**src/rtl/sha256_compress.sv**
```systemverilog
// Iterative SHA-256 compression: one 512-bit block, 64 rounds at one round per clock.
// Define SHA256_FEEDFWD_EN to add the H feed-forward; otherwise digest is the raw a..h.
module sha256_compress (
    input  logic         clk,
    input  logic         rst,
    input  logic         start,
    input  logic [511:0] block_in,
    input  logic [255:0] hash_in,
    input  logic [31:0]  k_in,
    output logic [5:0]   t,
    output logic         busy,
    output logic         done,
    output logic [255:0] digest
);

    // Handshake: start is taken only in IDLE (busy low); busy stays high through FINAL,
    // done pulses for one cycle with digest already valid, and a start in that cycle is accepted.
    typedef enum logic [1:0] {
        S_IDLE  = 2'd0,
        S_ROUND = 2'd1,
        S_FINAL = 2'd2
    } state_t;

    state_t       state_q, state_d;
    logic [5:0]   rnd_q, rnd_d;
    logic [31:0]  a_q, b_q, c_q, d_q, e_q, f_q, g_q, h_q;
    logic [31:0]  a_d, b_d, c_d, d_d, e_d, f_d, g_d, h_d;
    logic [31:0]  w_q [16];
    logic [31:0]  w_d [16];
    logic [255:0] digest_q, digest_d;
    logic         done_q, done_d;
`ifdef SHA256_FEEDFWD_EN
    logic [255:0] hreg_q, hreg_d;
`endif

    logic [31:0]  t1, t2, w_next;

    function automatic logic [31:0] bsig0(input logic [31:0] x);
        return {x[1:0], x[31:2]} ^ {x[12:0], x[31:13]} ^ {x[21:0], x[31:22]};
    endfunction

    function automatic logic [31:0] bsig1(input logic [31:0] x);
        return {x[5:0], x[31:6]} ^ {x[10:0], x[31:11]} ^ {x[24:0], x[31:25]};
    endfunction

    function automatic logic [31:0] ssig0(input logic [31:0] x);
        return {x[6:0], x[31:7]} ^ {x[17:0], x[31:18]} ^ {3'b000, x[31:3]};
    endfunction

    function automatic logic [31:0] ssig1(input logic [31:0] x);
        return {x[16:0], x[31:17]} ^ {x[18:0], x[31:19]} ^ {10'd0, x[31:10]};
    endfunction

    // k_in arrives one cycle after t, so it already holds K[rnd] for the current round.
    assign t1     = h_q + bsig1(e_q) + ((e_q & f_q) ^ (~e_q & g_q)) + k_in + w_q[0];
    assign t2     = bsig0(a_q) + ((a_q & b_q) ^ (a_q & c_q) ^ (b_q & c_q));
    assign w_next = ssig1(w_q[14]) + w_q[9] + ssig0(w_q[1]) + w_q[0];

    always_comb begin
        state_d = state_q;
        case (state_q)
            S_IDLE:  if (start) state_d = S_ROUND;
            S_ROUND: if (rnd_q == 6'd63) state_d = S_FINAL;
            S_FINAL: state_d = S_IDLE;
            default: state_d = S_IDLE;
        endcase
    end

    always_comb begin
        rnd_d    = rnd_q;
        a_d      = a_q;
        b_d      = b_q;
        c_d      = c_q;
        d_d      = d_q;
        e_d      = e_q;
        f_d      = f_q;
        g_d      = g_q;
        h_d      = h_q;
        w_d      = w_q;
        digest_d = digest_q;
        done_d   = 1'b0;
`ifdef SHA256_FEEDFWD_EN
        hreg_d   = hreg_q;
`endif
        case (state_q)
            S_IDLE: begin
                if (start) begin
                    rnd_d = 6'd0;
                    a_d   = hash_in[255:224];
                    b_d   = hash_in[223:192];
                    c_d   = hash_in[191:160];
                    d_d   = hash_in[159:128];
                    e_d   = hash_in[127:96];
                    f_d   = hash_in[95:64];
                    g_d   = hash_in[63:32];
                    h_d   = hash_in[31:0];
                    for (int i = 0; i < 16; i++) begin
                        w_d[i] = block_in[511 - 32*i -: 32];
                    end
`ifdef SHA256_FEEDFWD_EN
                    hreg_d = hash_in;
`endif
                end
            end
            S_ROUND: begin
                a_d = t1 + t2;
                b_d = a_q;
                c_d = b_q;
                d_d = c_q;
                e_d = d_q + t1;
                f_d = e_q;
                g_d = f_q;
                h_d = g_q;
                for (int i = 0; i < 15; i++) begin
                    w_d[i] = w_q[i+1];
                end
                w_d[15] = w_next;
                rnd_d   = rnd_q + 6'd1;
            end
            S_FINAL: begin
`ifdef SHA256_FEEDFWD_EN
                digest_d = {a_q + hreg_q[255:224], b_q + hreg_q[223:192],
                            c_q + hreg_q[191:160], d_q + hreg_q[159:128],
                            e_q + hreg_q[127:96],  f_q + hreg_q[95:64],
                            g_q + hreg_q[63:32],   h_q + hreg_q[31:0]};
`else
                digest_d = {a_q, b_q, c_q, d_q, e_q, f_q, g_q, h_q};
`endif
                done_d   = 1'b1;
            end
            default: ;
        endcase
    end

    always_ff @(posedge clk or posedge rst) begin
        if (rst) begin
            state_q  <= S_IDLE;
            rnd_q    <= 6'd0;
            a_q      <= '0;
            b_q      <= '0;
            c_q      <= '0;
            d_q      <= '0;
            e_q      <= '0;
            f_q      <= '0;
            g_q      <= '0;
            h_q      <= '0;
            for (int i = 0; i < 16; i++) begin
                w_q[i] <= '0;
            end
            digest_q <= '0;
            done_q   <= 1'b0;
`ifdef SHA256_FEEDFWD_EN
            hreg_q   <= '0;
`endif
        end else begin
            state_q  <= state_d;
            rnd_q    <= rnd_d;
            a_q      <= a_d;
            b_q      <= b_d;
            c_q      <= c_d;
            d_q      <= d_d;
            e_q      <= e_d;
            f_q      <= f_d;
            g_q      <= g_d;
            h_q      <= h_d;
            w_q      <= w_d;
            digest_q <= digest_d;
            done_q   <= done_d;
`ifdef SHA256_FEEDFWD_EN
            hreg_q   <= hreg_d;
`endif
        end
    end

    // One-round lookahead on the ROM address; wraps to 0 on the last round.
    assign t      = (state_q == S_ROUND) ? rnd_q + 6'd1 : 6'd0;
    assign busy   = (state_q != S_IDLE);
    assign done   = done_q;
    assign digest = digest_q;

endmodule

```
**config.mk**
```make
export PLATFORM = sky130hd
export DESIGN_NAME = sha256_compress
export DESIGN_NICKNAME = d
export VERILOG_FILES = /design/src/rtl/sha256_compress.sv
export SDC_FILE = /design/constraint.sdc
export NUM_CORES = 2
export LEC_CHECK = 0
export CAP_MARGIN = 20
export CORE_AREA = 2 2 412 414
export CTS_CLUSTER_SIZE = 8
export DETAILED_ROUTE_END_ITERATION = 8
export DIE_AREA = 0 0 414 416
export GPL_TIMING_DRIVEN = 1
export HOLD_SLACK_MARGIN = 0.12
export PLACE_DENSITY = 0.58
export SETUP_SLACK_MARGIN = 0.1
export SYNTH_ARGS = -nofsm -noshare
export SYNTH_HDL_FRONTEND = slang
export SYNTH_SLANG_ARGS = --single-unit
export TNS_END_PERCENT = 50
```
**constraint.sdc**
```tcl
create_clock -name clk -period 36.7 [get_ports clk]
set_input_delay 3.67 -clock clk [delete_from_list [all_inputs] [get_ports clk]]
set_output_delay 3.67 -clock clk [all_outputs]
set_load 0.05 [all_outputs]
```
# == After elaboration in Yosys (flattened, before gate mapping) ==
# Index checks and enable logic that the tools add are counted.
# word_totals
in_bits,803
regBits,1033
rom_bits,0
mem_bits_rw,0
out_inout_bits,264
latch_bits,0
elab_cells,91
n_memories,0
# classes
n_mul,0
n_div,0
eq_ne,5
add_sub_neg,11
shift,0
order_cmp,0
reduce_logical,5
n_mux,25
n_bitwise,17
# ops
cell,count
$pmux 512 s2,1
$mux 512,1
$pmux 32 s2,8
$add 32x32->32,10
$xor 32x32->32,9
$mux 32,8
$and 32x32->32,5
$not 32->32,1
$xor 32x22->32,1
$xor 32x29->32,1
$mux 6,2
$pmux 6 s2,1
$add 6x1->6 const B,1
$eq 6x6->1 const B,1
$mux 2,2
$ne 2x2->1 const B,2
$pmux 2 s2,1
$reduce_and 2->1,2
$reduce_bool 2->1,2
$eq 2x1->1 const B,1
$eq 2x2->1 const B,1
$logic_not 2->1,1
$mux 1,1

# == Logic depth before layout (Yosys ltp) ==
# logic_depth
word_depth,8
depth_mapped,31
ltp_nobuf,30

# == Least setup slack after synthesis ==
# No wires, ideal clock.
# synth_timing
path_type,input to register
from,input port k_in[6]
to,register a_q[31]
required_ns,36.563
arrival_ns,9.695
cell_stages,27
path_slack_ns,26.868
n_path_buf,0
setup_ns,0.137
cell_sequence,inv_1 -> fa_1 -> inv_1 -> fa_1 -> fa_1 -> ha_1 -> a21o_1 -> or4_1 -> o211ai_1 -> a21oi_1 -> a21o_1 -> a21o_1 -> a21o_1 -> a21o_1 -> xnor2_1 -> fa_1 -> inv_1 -> ha_1 -> a21o_1 -> a21oi_1 -> o21bai_1 -> a311o_1 -> a2111oi_0 -> a21oi_1 -> a31oi_1 -> xnor2_1 -> a21oi_1
# synth_via
elab_chain_cells,4
# synth_rtl
element,line_no,rtl
start: declaration,9,"input logic [31:0] k_in,"
$add 32x32->32 (2 in series),55,assign t1 = h_q + bsig1(e_q) + ((e_q & f_q) ^ (~e_q & g_q)) + k_in + w_q[0];
$add 32x32->32,106,a_d = t1 + t2;
$pmux 32 s2,85,case (state_q)
end signal: assignment,139,a_q <= '0;
end signal: assignment,158,a_q <= a_d;
end: declaration,26,"logic [31:0] a_q, b_q, c_q, d_q, e_q, f_q, g_q, h_q;"
# No other way between the ends.
# A chain may end at the register's enable or synchronous reset.

# == Final worst setup path ==
# layout_timing
from,input port k_in[7]
to,register a_q[25]
# Same word-level chain as after synthesis.

==> results.md <==
- Cell area after synthesis: 0.0597 mm2
- Post-CTS setup buffer count: 0
- Number of iterations in the first detailed-routing pass: 6
- Run status: finished, final reports clean
- Worst setup skew after layout: 40.4 ps
- Total nets after synthesis: 8,028
- Maxcap violations: 0
- Setup violators final: 0
- CP Buf/Inv Count: 7
- Total area of multi-input combinational cells: 0.0301 mm2
- Largest net degree at the start of global routing: 195
- HPWL after detailed placement: 212 mm
- Post-Place Cells: 9,683
- Via count of the first global-routing pass: 55,000
- Clock tree sinks: 1,033
- DRC violations left: 0
- Standard-cell rows: 151
- Post-place instance area: 0.0716 mm2
- Number of H-tree branching levels: 4
- Register cell area after layout: 0.0259 mm2
- Worst reg-to-reg setup slack: 28,890 ps
- Critical register-to-register path endpoint: a_q[25]$_DFFE_PP0P_
- Setup_tns: 0 ps
- Global-route wire length before repair: 403 mm
- Hold Violations, Final: 0
- Slew margin rel.: 14.9%
- Reg2reg path depth: 26
- Longest individual stage delay on the worst path: 540 ps
- Clock transition at the register clock pins on the worst setup and hold paths after CTS: 50 ps
- Synth warn: 0
- Cell type of the slowest stage on the worst timing path: clkdlybuf4s50_1
- Yosys cell types: 73
- Number of flops mapped to enable cells by yosys: 0
- Layout net count: 8,733
- Buffer cell driving the clock tree root: clkbuf_16
- Least-Margin Pin Slew: 1280 ps
- Post-route fraction of the period consumed by the critical path: 28.4%
- Number of cells upsized or downsized after cts: 0
- Worst setup path startpoint: k_in[7]
- Clock period minus final worst setup slack: 10,430 ps
- Floorplan die area: 0.172 mm2
- Max Buffers Root-to-Sink: 3
- Number of DRC markers in iteration 0: 5,606
- Unrepaired setup endpoints after global routing: false
- Maximum operating frequency: 95.9 MHz
- Number of buffers created by CTS: 149
- Initial Util: 35.5%
- Async S/R FF share, synth: 100%
- Worst-path fanout max: 5
- Mapped Cells: 6,913
- Placeable core region: 0.168 mm2
- I/O pin total: 1,067
- Residual overflow from global routing: 0
- Number of filler cells placed in the layout: 16,600
- Hold Crit Class: reg -> reg
- CTS Hold Buffers Added: 0
- Syn Area/Cell: 8.63 um2
- Critical path capture point type: register
- Family of cells with the greatest summed delay on the critical path: adder cells
- Fin cells: 9,933
- Width of the die: 414 um
- Top cell by count, worst path: inv_1
- Die extent in y: 416 um
- Dominant register cell in the synthesized netlist: dfrtp_1
- Hold Worst Slack: 470 ps
- All-layer global routing usage: 32.2%
- Antenna viol nets, final: 0
- Count of vias placed by the detailed router: 55,800
- Max Transition Viols Final: 0
- Critical path arrival: 11,110 ps
- Number of synthesized register bits: 1,033
- Worst EP required: 37,380 ps
- Share of post-route cells with drive strength above 1: 3.85%
- Capture point of the critical path: a_q[25]$_DFFE_PP0P_
- Wirelength per Cell: 28.7 um
- Area Overhead vs Synth: 27.5%
- GP Congestion: 0.946
- Number of antenna violations at the first check in global routing: 119
- Via density per instance: 5.62
- Total non-filler cell area in the finished layout: 0.0761 mm2
- Sequential element share of the synthesized area: 43.3%
- Path length in cells of the critical path: 28
- Startpoint of the worst-slack reg-to-reg timing path: e_q[17]$_DFFE_PP0P_
- Crit Path Category: in -> reg
- Startpoint types: input pin
- Port Buffers: 1,066
- Clock latency at the later pin of the worst-skew pair: 820 ps
- Post-detailed-routing wire length: 285 mm
- Clock tree from TritonCTS: done
==> cell usage in the layout (no fill, tap or decap), drive strengths merged, types with 6 or more instances in the layout <==
cell type	Yosys	routed
nand2	1337	1337
clkdlybuf4s50	0	1065
dfrtp	1033	1033
a21oi	796	796
o21ai	533	533
and3	501	501
o22ai	475	475
inv	420	427
xnor2	218	218
fa	187	187
clkbuf	520	162
xor2	141	141
ha	125	125
nor2	105	105
buf	69	78
a21o	75	75
diode	0	72
a31oi	71	71
mux2i	27	27
and2	26	26
nand3	23	23
o21a	19	19
nand2b	19	19
nor2b	17	17
nor3	16	16
o21bai	14	14
or3	13	13
a211oi	12	12
nand4	11	11
o22a	8	8
a211o	8	8
mux2	8	8
a31o	7	7
clkinv	1	6
or2	6	6
==> layer usage <==
metal	global-route usage (%)	vias up	wire, um
li1	-	25000	-
met1	39.5	27800	112000
met2	53.4	2445	139000
met3	7.16	515	20400
met4	16.0	70	13000
met5	0	-	448
==> cell type report <==
cell class	instances	share of cell area (%)
Antenna cell	72	0.237
Clock buffer	162	5.13
Clock inverter	14	0.444
Inverter	421	2.11
Multi-Input combinational cell	4870	39.5
Sequential cell	1033	34.0
Tap cell	2218	3.65
Timing Repair Buffer	1143	14.9
==> cell usage after synthesis (19+ instances only) <==
| cell | count | area, um2 |
|---|---|---|
| a21oi_1 | 795 | 3980 |
| ha_1 | 125 | 1560 |
| nor2_1 | 105 | 394 |
| a31oi_1 | 69 | 432 |
| buf_1 | 69 | 259 |
| o21a_1 | 19 | 143 |
| mux2i_1 | 27 | 270 |
| xor2_1 | 141 | 1230 |
| o21ai_0 | 509 | 2550 |
| nand3_1 | 22 | 110 |
| nand2_1 | 1337 | 5020 |
| and2_1 | 26 | 163 |
| xnor2_1 | 218 | 1910 |
| o21ai_1 | 24 | 120 |
| inv_1 | 418 | 1570 |
| nand2b_1 | 19 | 119 |
| and3_1 | 501 | 3130 |
| o22ai_1 | 475 | 2970 |
| clkbuf_1 | 520 | 1950 |
| fa_1 | 187 | 3740 |
| dfrtp_1 | 1033 | 25800 |
| a21o_1 | 74 | 556 |
==> worst min-delay path by stage <==
stage	cells past startpoint	to	startpoint	slack [ps]
2_1_floorplan	2	w_q[124]$_DFFE_PP0P_	w_q[124]$_DFFE_PP0P_	450
3_3_place_gp	2	digest[78]$_DFFE_PP0P_	digest[78]$_DFFE_PP0P_	460
3_5_place_dp	2	digest[223]$_DFFE_PP0P_	digest[223]$_DFFE_PP0P_	460
4_1_cts	2	digest[223]$_DFFE_PP0P_	digest[223]$_DFFE_PP0P_	470
5_1_grt	2	digest[108]$_DFFE_PP0P_	digest[108]$_DFFE_PP0P_	490
6_report	2	digest[78]$_DFFE_PP0P_	digest[78]$_DFFE_PP0P_	470
==> registers in the layout (all words and copies together) (netlist names), 32 cells and up <==
| signal | count |
|---|---|
| g_q | 32 |
| h_q | 32 |
| digest | 256 |
| w_q | 512 |
| a_q | 32 |
| f_q | 32 |
| c_q | 32 |
| e_q | 32 |
| d_q | 32 |
| b_q | 32 |
==> worst reg2reg max path: cells and delay by family, from the launching register on <==
| kind | cells | cell delay, ps |
|---|---|---|
| buf+inv | 2 | 150 |
| fa+ha+maj | 5 | 2150 |
| xor+xnor | 3 | 930 |
| flops | 1 | 730 |
| simple gates | 8 | 1660 |
| compound gates | 8 | 2060 |
==> stage by stage <==
| step | setup WS, ps | util (%) |
|---|---|---|
| 2_1_floorplan | 3960 | - |
| 3_3_place_gp | 25430 | 42.6 |
| 3_5_place_dp | 25410 | 42.6 |
| 4_1_cts | 26240 | 45.1 |
| 5_1_grt | 25630 | 45.2 |
| 6_report | 26270 | 45.3 |
==> cells by family after synthesis <==
logic type / synth area share (%)
adder cells (fa/ha/maj): 8.93
AND/OR/NAND/NOR: 15.8
flip-flops: 43.3
AO/OA/AOI/OAI: 19.7
XOR/XNOR: 5.34
buffers and inverters: 6.35
multiplexers: 0.604
Power is left out: the tool's default activity adds up to more than one toggle a clock period on the data nets, which glitch-free logic cannot reach.
